<file path="config.mk">
export PLATFORM = sky130hd
export DESIGN_NAME = uart_rx_ctrl
export DESIGN_NICKNAME = d
export VERILOG_FILES = /design/src/rtl/uart_pkg.sv /design/src/rtl/hamming74_decode.sv /design/src/rtl/uart_rx_ctrl.sv
export SDC_FILE = /design/constraint.sdc
export NUM_CORES = 1
export LEC_CHECK = 0
export CAP_MARGIN = 20
export CELL_PAD_IN_SITES_DETAIL_PLACEMENT = 1
export CELL_PAD_IN_SITES_GLOBAL_PLACEMENT = 1
export CORE_UTILIZATION = 30
export DETAILED_ROUTE_END_ITERATION = 16
export PLACE_DENSITY = 0.63
export RECOVER_POWER = 50
export SLEW_MARGIN = 20
export SYNTH_ARGS = -nofsm -noshare
export SYNTH_HDL_FRONTEND = slang
export SYNTH_HIERARCHICAL = 1
export SYNTH_SLANG_ARGS = --single-unit
</file>
<file path="constraint.sdc">
create_clock -name clk -period 4.99 [get_ports clk]
set_input_delay 0.499 -clock clk [delete_from_list [all_inputs] [get_ports clk]]
set_output_delay 0.499 -clock clk [all_outputs]
set_load 0.1 [all_outputs]
</file>
<file path="src/rtl/uart_pkg.sv">
// Shared definitions for the UART receive path.
// Holds the codeword/nibble widths, Hamming(7,4) bit positions, the receiver state
// encoding reported by the receiver, and the controller watchdog state encoding.
package uart_pkg;

  localparam int unsigned CodeW   = 7;
  localparam int unsigned NibbleW = 4;

  // Hamming(7,4) layout: parity bits at power-of-two positions (1-based 1, 2, 4).
  localparam int unsigned PosP1 = 0;
  localparam int unsigned PosP2 = 1;
  localparam int unsigned PosD1 = 2;
  localparam int unsigned PosP4 = 3;
  localparam int unsigned PosD2 = 4;
  localparam int unsigned PosD3 = 5;
  localparam int unsigned PosD4 = 6;

  typedef enum logic [1:0] {
    RxIdle  = 2'b00,
    RxStart = 2'b01,
    RxData  = 2'b10,
    RxStop  = 2'b11
  } rx_state_e;

  typedef enum logic {
    WdRun  = 1'b0,
    WdHold = 1'b1
  } wd_state_e;

endpackage

</file>
<file path="src/rtl/hamming74_decode.sv">
// Combinational Hamming(7,4) single-error-correcting decoder.
// Ports:
//   code      in  7  received codeword c[6:0]
//   data      out 4  corrected nibble {d4,d3,d2,d1}
//   syndrome  out 3  {s4,s2,s1}; nonzero gives the 1-based position of the flipped bit
//   corrected out 1  a bit was flipped (double errors miscorrect silently)
module hamming74_decode
  import uart_pkg::*;
(
  input  logic [CodeW-1:0]   code,
  output logic [NibbleW-1:0] data,
  output logic [2:0]         syndrome,
  output logic               corrected
);

  logic             w_s1, w_s2, w_s4;
  logic [CodeW-1:0] w_fixed;

  assign w_s1 = code[PosP1] ^ code[PosD1] ^ code[PosD2] ^ code[PosD4];
  assign w_s2 = code[PosP2] ^ code[PosD1] ^ code[PosD3] ^ code[PosD4];
  assign w_s4 = code[PosP4] ^ code[PosD2] ^ code[PosD3] ^ code[PosD4];

  assign syndrome  = {w_s4, w_s2, w_s1};
  assign corrected = (syndrome != 3'd0);

  always_comb begin
    w_fixed = code;
    if (corrected) begin
      w_fixed[syndrome - 3'd1] = ~code[syndrome - 3'd1];
    end
  end

  assign data = {w_fixed[PosD4], w_fixed[PosD3], w_fixed[PosD2], w_fixed[PosD1]};

endmodule

</file>
<file path="src/rtl/uart_rx_ctrl.sv">
// Sequencer for the 8x-oversampled Hamming(7,4) UART receiver.
// Generates the oversample strobe, captures codewords on the rising edge of the
// receiver's valid flag, corrects them, buffers nibbles in a FIFO and resets a
// receiver that lingers outside IDLE for too long.
// Ports:
//   clk, rst_n        clock, asynchronous active-low reset
//   ena               freezes divider and watchdog when low
//   rx_data_in/rx_state_in/rx_valid_in   receiver codeword, state, valid level
//   rx_ena_out        registered oversample strobe
//   rx_rst_n_out      registered active-low receiver reset
//   out_data/out_valid/out_ready         FIFO head with ready/valid handshake
//   err_corrected     pulse: stored word had a corrected bit
//   overflow/timeout  sticky flags, cleared by clr (a coincident set wins)
module uart_rx_ctrl
  import uart_pkg::*;
#(
  parameter int unsigned CLK_DIV = 4,
  parameter int unsigned DEPTH   = 4,
  parameter int unsigned TIMEOUT = 96
) (
  input  logic               clk,
  input  logic               rst_n,
  input  logic               ena,
  input  logic [CodeW-1:0]   rx_data_in,
  input  logic [1:0]         rx_state_in,
  input  logic               rx_valid_in,
  output logic               rx_ena_out,
  output logic               rx_rst_n_out,
  output logic [NibbleW-1:0] out_data,
  output logic               out_valid,
  input  logic               out_ready,
  output logic               err_corrected,
  output logic               overflow,
  output logic               timeout,
  input  logic               clr
);

  localparam int unsigned DivW  = (CLK_DIV > 1) ? $clog2(CLK_DIV) : 1;
  localparam int unsigned AddrW = (DEPTH > 1) ? $clog2(DEPTH) : 1;
  localparam int unsigned PtrW  = AddrW + 1;
  localparam int unsigned WdW   = (TIMEOUT > 1) ? $clog2(TIMEOUT) : 1;

  // Divider: strobe is the registered terminal count.
  logic [DivW-1:0] r_div_cnt;
  logic            r_strobe;

  always_ff @(posedge clk or negedge rst_n) begin
    if (!rst_n) begin
      r_div_cnt <= '0;
      r_strobe  <= 1'b0;
    end else begin
      r_strobe <= ena && (r_div_cnt == DivW'(CLK_DIV - 1));
      if (ena) begin
        r_div_cnt <= (r_div_cnt == DivW'(CLK_DIV - 1)) ? '0 : r_div_cnt + DivW'(1);
      end
    end
  end

  assign rx_ena_out = r_strobe;

  // Watchdog FSM.
  wd_state_e       r_wd_state, w_wd_state_d;
  logic [WdW-1:0]  r_wd_cnt, w_wd_cnt_d;
  logic [DivW-1:0] r_hold_cnt, w_hold_cnt_d;
  logic            r_rx_rst_n, w_rx_rst_n_d;
  logic            w_timeout_set;

  always_comb begin
    w_wd_state_d  = r_wd_state;
    w_wd_cnt_d    = r_wd_cnt;
    w_hold_cnt_d  = r_hold_cnt;
    w_rx_rst_n_d  = 1'b1;
    w_timeout_set = 1'b0;
    unique case (r_wd_state)
      WdRun: begin
        if (r_strobe) begin
          if (rx_state_in == RxIdle) begin
            w_wd_cnt_d = '0;
          end else if (r_wd_cnt == WdW'(TIMEOUT - 1)) begin
            w_wd_state_d  = WdHold;
            w_wd_cnt_d    = '0;
            w_hold_cnt_d  = '0;
            w_rx_rst_n_d  = 1'b0;
            w_timeout_set = 1'b1;
          end else begin
            w_wd_cnt_d = r_wd_cnt + WdW'(1);
          end
        end
      end
      WdHold: begin
        // Entry cycle plus CLK_DIV-1 further cycles keeps reset low CLK_DIV cycles.
        if (r_hold_cnt == DivW'(CLK_DIV - 1)) begin
          w_wd_state_d = WdRun;
        end else begin
          w_hold_cnt_d = r_hold_cnt + DivW'(1);
          w_rx_rst_n_d = 1'b0;
        end
      end
      default: w_wd_state_d = WdRun;
    endcase
  end

  always_ff @(posedge clk or negedge rst_n) begin
    if (!rst_n) begin
      r_wd_state <= WdRun;
      r_wd_cnt   <= '0;
      r_hold_cnt <= '0;
      r_rx_rst_n <= 1'b1;
    end else begin
      r_wd_state <= w_wd_state_d;
      r_wd_cnt   <= w_wd_cnt_d;
      r_hold_cnt <= w_hold_cnt_d;
      r_rx_rst_n <= w_rx_rst_n_d;
    end
  end

  assign rx_rst_n_out = r_rx_rst_n;

  // Capture and decode.
  logic               r_valid_prev;
  logic [NibbleW-1:0] w_nibble;
  logic [2:0]         w_syndrome;
  logic               w_corrected;
  logic               w_unused_syndrome;

  hamming74_decode u_decode (
    .code      (rx_data_in),
    .data      (w_nibble),
    .syndrome  (w_syndrome),
    .corrected (w_corrected)
  );

  assign w_unused_syndrome = ^w_syndrome;

  // FIFO.
  logic [NibbleW-1:0] r_mem [DEPTH];
  logic [PtrW-1:0]    r_wr_ptr, r_rd_ptr;
  logic               w_full, w_empty, w_pop, w_capture, w_push_ok, w_drop;
  logic               r_err, r_overflow, r_timeout;

  assign w_empty   = (r_wr_ptr == r_rd_ptr);
  assign w_full    = (r_wr_ptr[AddrW] != r_rd_ptr[AddrW]) &&
                     (r_wr_ptr[AddrW-1:0] == r_rd_ptr[AddrW-1:0]);
  assign out_valid = ~w_empty;
  assign w_pop     = out_valid & out_ready;
  assign w_capture = rx_valid_in & ~r_valid_prev & (r_wd_state == WdRun);
  // A pop in the same cycle frees the slot the push needs.
  assign w_push_ok = w_capture & (~w_full | w_pop);
  assign w_drop    = w_capture & w_full & ~w_pop;
  assign out_data  = r_mem[r_rd_ptr[AddrW-1:0]];

  always_ff @(posedge clk or negedge rst_n) begin
    if (!rst_n) begin
      for (int i = 0; i < int'(DEPTH); i++) begin
        r_mem[i] <= '0;
      end
    end else if (w_push_ok) begin
      r_mem[r_wr_ptr[AddrW-1:0]] <= w_nibble;
    end
  end

  always_ff @(posedge clk or negedge rst_n) begin
    if (!rst_n) begin
      r_valid_prev <= 1'b0;
      r_wr_ptr     <= '0;
      r_rd_ptr     <= '0;
      r_err        <= 1'b0;
      r_overflow   <= 1'b0;
      r_timeout    <= 1'b0;
    end else begin
      r_valid_prev <= rx_valid_in;
      if (w_push_ok) r_wr_ptr <= r_wr_ptr + PtrW'(1);
      if (w_pop)     r_rd_ptr <= r_rd_ptr + PtrW'(1);
      r_err      <= w_push_ok & w_corrected;
      r_overflow <= w_drop ? 1'b1 : (clr ? 1'b0 : r_overflow);
      r_timeout  <= w_timeout_set ? 1'b1 : (clr ? 1'b0 : r_timeout);
    end
  end

  assign err_corrected = r_err;
  assign overflow      = r_overflow;
  assign timeout       = r_timeout;

endmodule

</file>
==> results of run 1 <==
-- cell type report --
cell class	instances	share of cell area [%]
Inverter	10	1.461
Tap cell	96	4.676
Multi-Input combinational cell	120	42.23
Timing Repair Buffer	24	9.109
Clock buffer	8	3.507
Sequential cell	40	39.02
-- path summary, 6_finish.rpt --
path,startpoint,end,cells after the start
max reg2reg,r_rd_ptr[1],r_mem[9],4
min,r_mem[8],r_mem[8],1
min reg2reg,r_mem[8],r_mem[8],1
max,r_rd_ptr[1],out_valid,4
max in group asynchronous,rst_n,r_mem[8],1
min in group asynchronous,rst_n,r_hold_cnt[1],1
-- critical path: stages (launching register included) --
cell,delay [ns]
dfrtp_1,0.50
xnor2_1,0.46
nand2_1,0.12
or2_2,0.31
clkdlybuf4s50_1,0.96
-- registers in the layout (all words and copies together), names as in the netlist, 2 cells and up --
name	flops
r_hold_cnt	2
r_wr_ptr	3
r_mem	16
r_wd_cnt	7
r_div_cnt	2
r_rd_ptr	3
-- per-layer routing --
metal	routed length (um)	vias up	share of wire, %	GRT usage [%]
met2	1811	17	46	18.54
met1	1962	684	50	16.80
met5	0	-	0	0
met4	75	0	1.9	5.000
li1	-	675	-	-
met3	111	6	2.8	3.048
-- stage by stage --
| step | setup slack (ns) | hold WS [ns] |
|---|---|---|
| final | 1.843 | 0.4995 |
| after global routing | 1.678 | 0.5205 |
| after global placement | 1.919 | 0.4781 |
| after detailed placement | 1.856 | 0.4882 |
| after floorplan | 2.636 | 0.2034 |
| after CTS | 1.943 | 0.3646 |
-- report_power, final --
part | switching, mW | internal, mW
Sequential | 0.0977 | 0.442
Combinational | 0.537 | 0.314
Clock | 0.108 | 0.113
==> metrics.md, run 1 <==
| Metric | Value |
|---|---|
| Final setup violating endpoints | 0 |
| Hold Buf Count CTS | 0 |
| Layout overhead on the synthesized area | 20.20% |
| Multi-input logic area | 1085 sq um |
| Status | finished, violations left |
| Cells after synthesis | 171 |
| Vias in the first global route | 1411 |
| CTS clock-pin slew for the worst setup and hold paths | 0.08 ns |
| TritonCTS clock tree | built |
| Most common cell after layout, fill and taps aside | dfrtp_1 |
| Tmin final | 3.147 ns |
| Number of CTS-inserted buffers | 5 |
| WL final | 3961 um |
| Failing checks | capacitance limit, slew limit |
| First-pass GRT wire length | 7010 um |
| HP Class | register to register |
| Overflow after GRT | 0 |
| Final setup TNS | 0 ns |
| Cell Area, Synth | 2137 sq um |
| P_leak | 1.075 nW |
| Worst Max-Slew Pin Slew | 2.129 ns |
| Crit Path Max Fanout | 7 |
| Worst-Skew Late Latency | 0.29 ns |
| Rows | 30 |
| Share of cells above drive strength 1 | 19.80% |
| Hold Violations, Final | 0 |
| Final Util | 37.60% |
| CP Launch Type | register |
| Commonest cells after routing, fill and taps aside | 39 x dfrtp_1, 23 x mux2_2, 21 x clkdlybuf4s50_1 |
| Synthesized Nets | 196 |
| Full die area | 7465 sq um |
| Die H | 86.40 um |
| RePlAce Congestion | 0.6827 |
| Fmax | 0.3178 GHz |
| Htree depth | 2 |
| Clk sinks | 40 |
| RSZ-0062 raised after global routing | no |
| Initial core utilization | 31.28% |
| Tcrit/Tclk final | 63.06% |
| Drt drc | 0 |
| Largest net degree at the start of global routing | 41 |
| # IOs | 25 |
| Fin cells | 298 |
| Avg Inst Size Synth | 12.50 sq um |
| Routed vias | 1382 |
| Setup Buffers After CTS | 0 |
| Total power draw | 1.611 mW |
| Setup crit end kind | primary output |
| Slew Limit Fails | 41 |
| Rel. slew slack | -41.96% |
| Post-DP Area | 2487 sq um |
| Post-route design area | 2569 sq um |
| Clk_skew | 0.006002 ns |
| Yosys warning count | 6 |
| Initial DRC Count | 32 |
| Initial antenna violation count | 0 |
| Dpl hpwl | 2967 um |
| Kind of critical path | register to primary output |
| Sequential Area | 1002 sq um |
| GRT Util Overall | 12.25% |
| Diodes inserted | 0 |
| Fillers | 756 |
| Cells after DPL | 290 |
| Routed Antenna Nets | 0 |
| Core footprint | 6832 sq um |
| Power Density | 627.1 nW/um^2 |
| Clock buffer depth | 2 |
| Layout Nets | 226 |
| Worst Path Required | 4.49 ns |
| CTS-repair resized insts | 0 |
| DR WL/cell | 13.29 um |
| Die W | 86.40 um |
| Flop2flop setup slack | 3.05 ns |
| Crit path DAT | 2.65 ns |
| Vias/cell | 4.638 |
| PortBufs | 24 |
| Root buf cell | clkbuf_8 |
| Max IR drop VDD | 337.1 uV |
| Drt pass-1 iters | 4 |
| Max-cap check violation count | 1 |
(Power assumes the default switching activity.)
==> run 2: changes to the inputs <==
==> constraint.sdc (replaced) <==
create_clock -name clk -period 2.9 [get_ports clk]
set_input_delay 0.29 -clock clk [delete_from_list [all_inputs] [get_ports clk]]
set_output_delay 0.29 -clock clk [all_outputs]
set_load 0.1 [all_outputs]
==> metrics.md, run 2 (same netlist as run 1, synthesis figures left out) <==
| Metric | Value |
|---|---|
| Status | finished, violations left (unchanged) |
| Failing checks | capacitance limit, slew limit (unchanged) |
| Post-route design area | 2570 sq um (was 2569 sq um) |
| Worst Hold Depth | 1 (unchanged) |
| Psw | 1.287 mW (was 0.7422 mW) |
| Power Density | 1075 nW/um^2 (was 627.1 nW/um^2) |
| RR Startpoint | r_wd_cnt[0] (was r_rd_ptr[1]) |
| P_leak | 1.101 nW (was 1.075 nW) |
| CTS-repair resized insts | 0 (unchanged) |
| Reg-to-reg critical path endpoint | r_wd_cnt[5] (was r_mem[9]) |
| Vias/cell | 4.575 (was 4.638) |
| WL final | 4124 um (was 3961 um) |
| Post-DP Area | 2485 sq um (was 2487 sq um) |
| Fmax | 0.3926 GHz |
| GRT Util Overall | 12.69% (was 12.25%) |
| Initial DRC Count | 37 (was 32) |
| Worst Min Path Start | r_mem[10] (was r_mem[8]) |
| Core footprint | 6832 sq um (unchanged) |
| Initial core utilization | 31.28% (unchanged) |
| Switching Fraction | 46.55% (was 46.07%) |
| Layout overhead on the synthesized area | 20.26% (was 20.20%) |
| CTS clock-pin slew for the worst setup and hold paths | 0.08 ns (about the same) |
| Setup crit end kind | register (was primary output) |
| Die H | 86.40 um (unchanged) |
| Worst-Skew Late Latency | 0.29 ns (about the same) |
| RePlAce Congestion | 0.7181 (was 0.6827) |
| Drt drc | 0 (unchanged) |
| Commonest cells after routing, fill and taps aside | 39 x dfrtp_1, 23 x mux2_2, 12 x clkdlybuf4s50_1, 12 x buf_4 (was 39 x dfrtp_1, 23 x mux2_2, 21 x clkdlybuf4s50_1) |
| Share of cells above drive strength 1 | 25.85% (was 19.80%) |
| Rel. slew slack | -43.44% (was -41.96%) |
| Clock share of power | 13.7% (about the same) |
| Die W | 86.40 um (unchanged) |
| Worst Max-Slew Pin Slew | 2.152 ns (was 2.129 ns) |
| Largest register FFs | 16 (unchanged) |
| Setup Buffers After CTS | 0 (unchanged) |
| Crit path DAT | 2.73 ns (was 2.65 ns) |
| Largest net degree at the start of global routing | 41 (unchanged) |
| Final setup violating endpoints | 0 (unchanged) |
| Dpl hpwl | 3064 um (was 2967 um) |
| TritonCTS clock tree | built (unchanged) |
| Worst Path Required | 3.08 ns (was 4.49 ns) |
| Full die area | 7465 sq um (unchanged) |
| Max-cap check violation count | 1 (unchanged) |
| Crit Path Max Fanout | 4 (was 7) |
| Largest Register | r_mem (unchanged) |
| Cells on worst reg2reg path | 5 (was 4) |
| Tmin final | 2.547 ns |
| DR WL/cell | 13.70 um (was 13.29 um) |
| RSZ-0062 raised after global routing | no (unchanged) |
| Logic gate share of total power | 52.4% (was 52.8%) |
| Layout Nets | 229 (was 226) |
| Max IR drop VDD | 729.8 uV (was 337.1 uV) |
| Number of CTS-inserted buffers | 5 (unchanged) |
| Most common cell after layout, fill and taps aside | dfrtp_1 (unchanged) |
| Cells after DPL | 293 (was 290) |
| Routed vias | 1377 (was 1382) |
| First-pass GRT wire length | 7155 um (was 7010 um) |
| HP Class | register to register (unchanged) |
| CP Launch Type | input port (was register) |
| Overflow after GRT | 0 (unchanged) |
| Hold Path End | r_mem[10] (was r_mem[8]) |
| Tcrit/Tclk final | 87.83% |
| Vias in the first global route | 1440 (was 1411) |
| Fin cells | 301 (was 298) |
| Kind of critical path | input port to register (was register to primary output) |
| Root buf cell | clkbuf_8 (unchanged) |
| Clk sinks | 40 (unchanged) |
| Rows | 30 (unchanged) |
| Clock buffer depth | 2 (unchanged) |
| Routed Antenna Nets | 0 (unchanged) |
| Clk_skew | 0.008995 ns (was 0.006002 ns) |
| Drt pass-1 iters | 4 (unchanged) |
| Seq pwr share | 33.8% (was 33.5%) |
| Slew Limit Fails | 41 (unchanged) |
| Flop2flop setup slack | 1.05 ns (was 3.05 ns) |
| Final setup TNS | 0 ns (unchanged) |
| Hold Violations, Final | 0 (unchanged) |
| Largest registers | r_mem: 16 flops, r_wd_cnt: 7 flops (unchanged) |
| Fillers | 758 (was 756) |
| Hold Buf Count CTS | 0 (unchanged) |
| Initial antenna violation count | 0 (unchanged) |
| Diodes inserted | 0 (unchanged) |
| # IOs | 25 (unchanged) |
| Htree depth | 2 (unchanged) |
| Internal power | 1.477 mW (was 0.8687 mW) |
| PortBufs | 24 (unchanged) |
-- run 2: changes by cell type in the layout (fill, tap and decap cells not counted), sizes merged --
cell	before	now
clkbuf	9	10
clkdlybuf4s50	21	12
buf	0	12
dlygate4sd3	2	1
-- run 2: worst max-delay path, cell delays in order --
cell and delay (ns):
clkdlybuf4s50_1 0.43, buf_4 0.16, xnor2_1 0.26, xor2_1 0.24, inv_1 0.06, nor2_1 0.10
ha_1 0.26, nor3_1 0.31, nand2_1 0.10, a21oi_1 0.16, nor2_1 0.10, mux2_2 0.26
-- run 2: power groups by stage --
stage	Sequential [mW]	Clock [mW]	Combinational, mW
3_3_place_gp	0.944	0	1.44
3_5_place_dp	0.950	0	1.47
2_1_floorplan	0.940	0	1.17
5_1_grt	0.971	0.420	1.57
6_report	0.935	0.379	1.45
4_1_cts	0.939	0.397	1.47
-- run 2: layout make-up --
| class | instances | area, sq um | area share (%) |
|---|---|---|---|
| sequential | 40 | 1002 | 39.00 |
| inverter | 10 | 37.54 | 1.461 |
| clock buffer | 8 | 90.09 | 3.505 |
| multi-input combinational | 120 | 1092 | 42.50 |
| timing repair buffer | 27 | 227.7 | 8.861 |
| tap | 96 | 120.1 | 4.674 |
-- run 2: how the worst max path moves through the flow --
stage | slack (ns) | start | endpoint
after floorplan | 0.76 | rx_data_in[2] | r_mem[10]
after global placement | 0.14 | rx_data_in[2] | r_mem[1]
after detailed placement | 0.05 | rx_data_in[2] | r_mem[15]
after CTS | 0.35 | rx_data_in[2] | r_mem[15]
after global routing | 0.11 | rx_data_in[2] | r_mem[9]
final | 0.35 | rx_data_in[2] | r_mem[7]
-- run 2: stage by stage --
stage | setup slack [ns] | hold WS, ns | util (%) | power, mW
after floorplan | 0.7553 | -0.005591 | - | 2.108
after global placement | 0.1351 | 0.4815 | 36.37 | 2.387
after detailed placement | 0.04879 | 0.4841 | 36.37 | 2.418
after CTS | 0.3526 | 0.1629 | 37.69 | 2.808
after global routing | 0.1150 | 0.5101 | 37.62 | 2.959
final | 0.3531 | 0.5002 | 37.62 | 2.764
-- run 2: per-layer routing --
layer | vias to the layer above | global-route usage [%] | routed length [um] | part of all wire (%)
li1 | 680 | - | - | -
met1 | 677 | 17.48 | 2060 | 50
met2 | 18 | 19.55 | 1907 | 46
met3 | 2 | 3.810 | 128 | 3.1
met4 | 0 | 3.182 | 29 | 0.70
met5 | - | 0 | 0 | 0
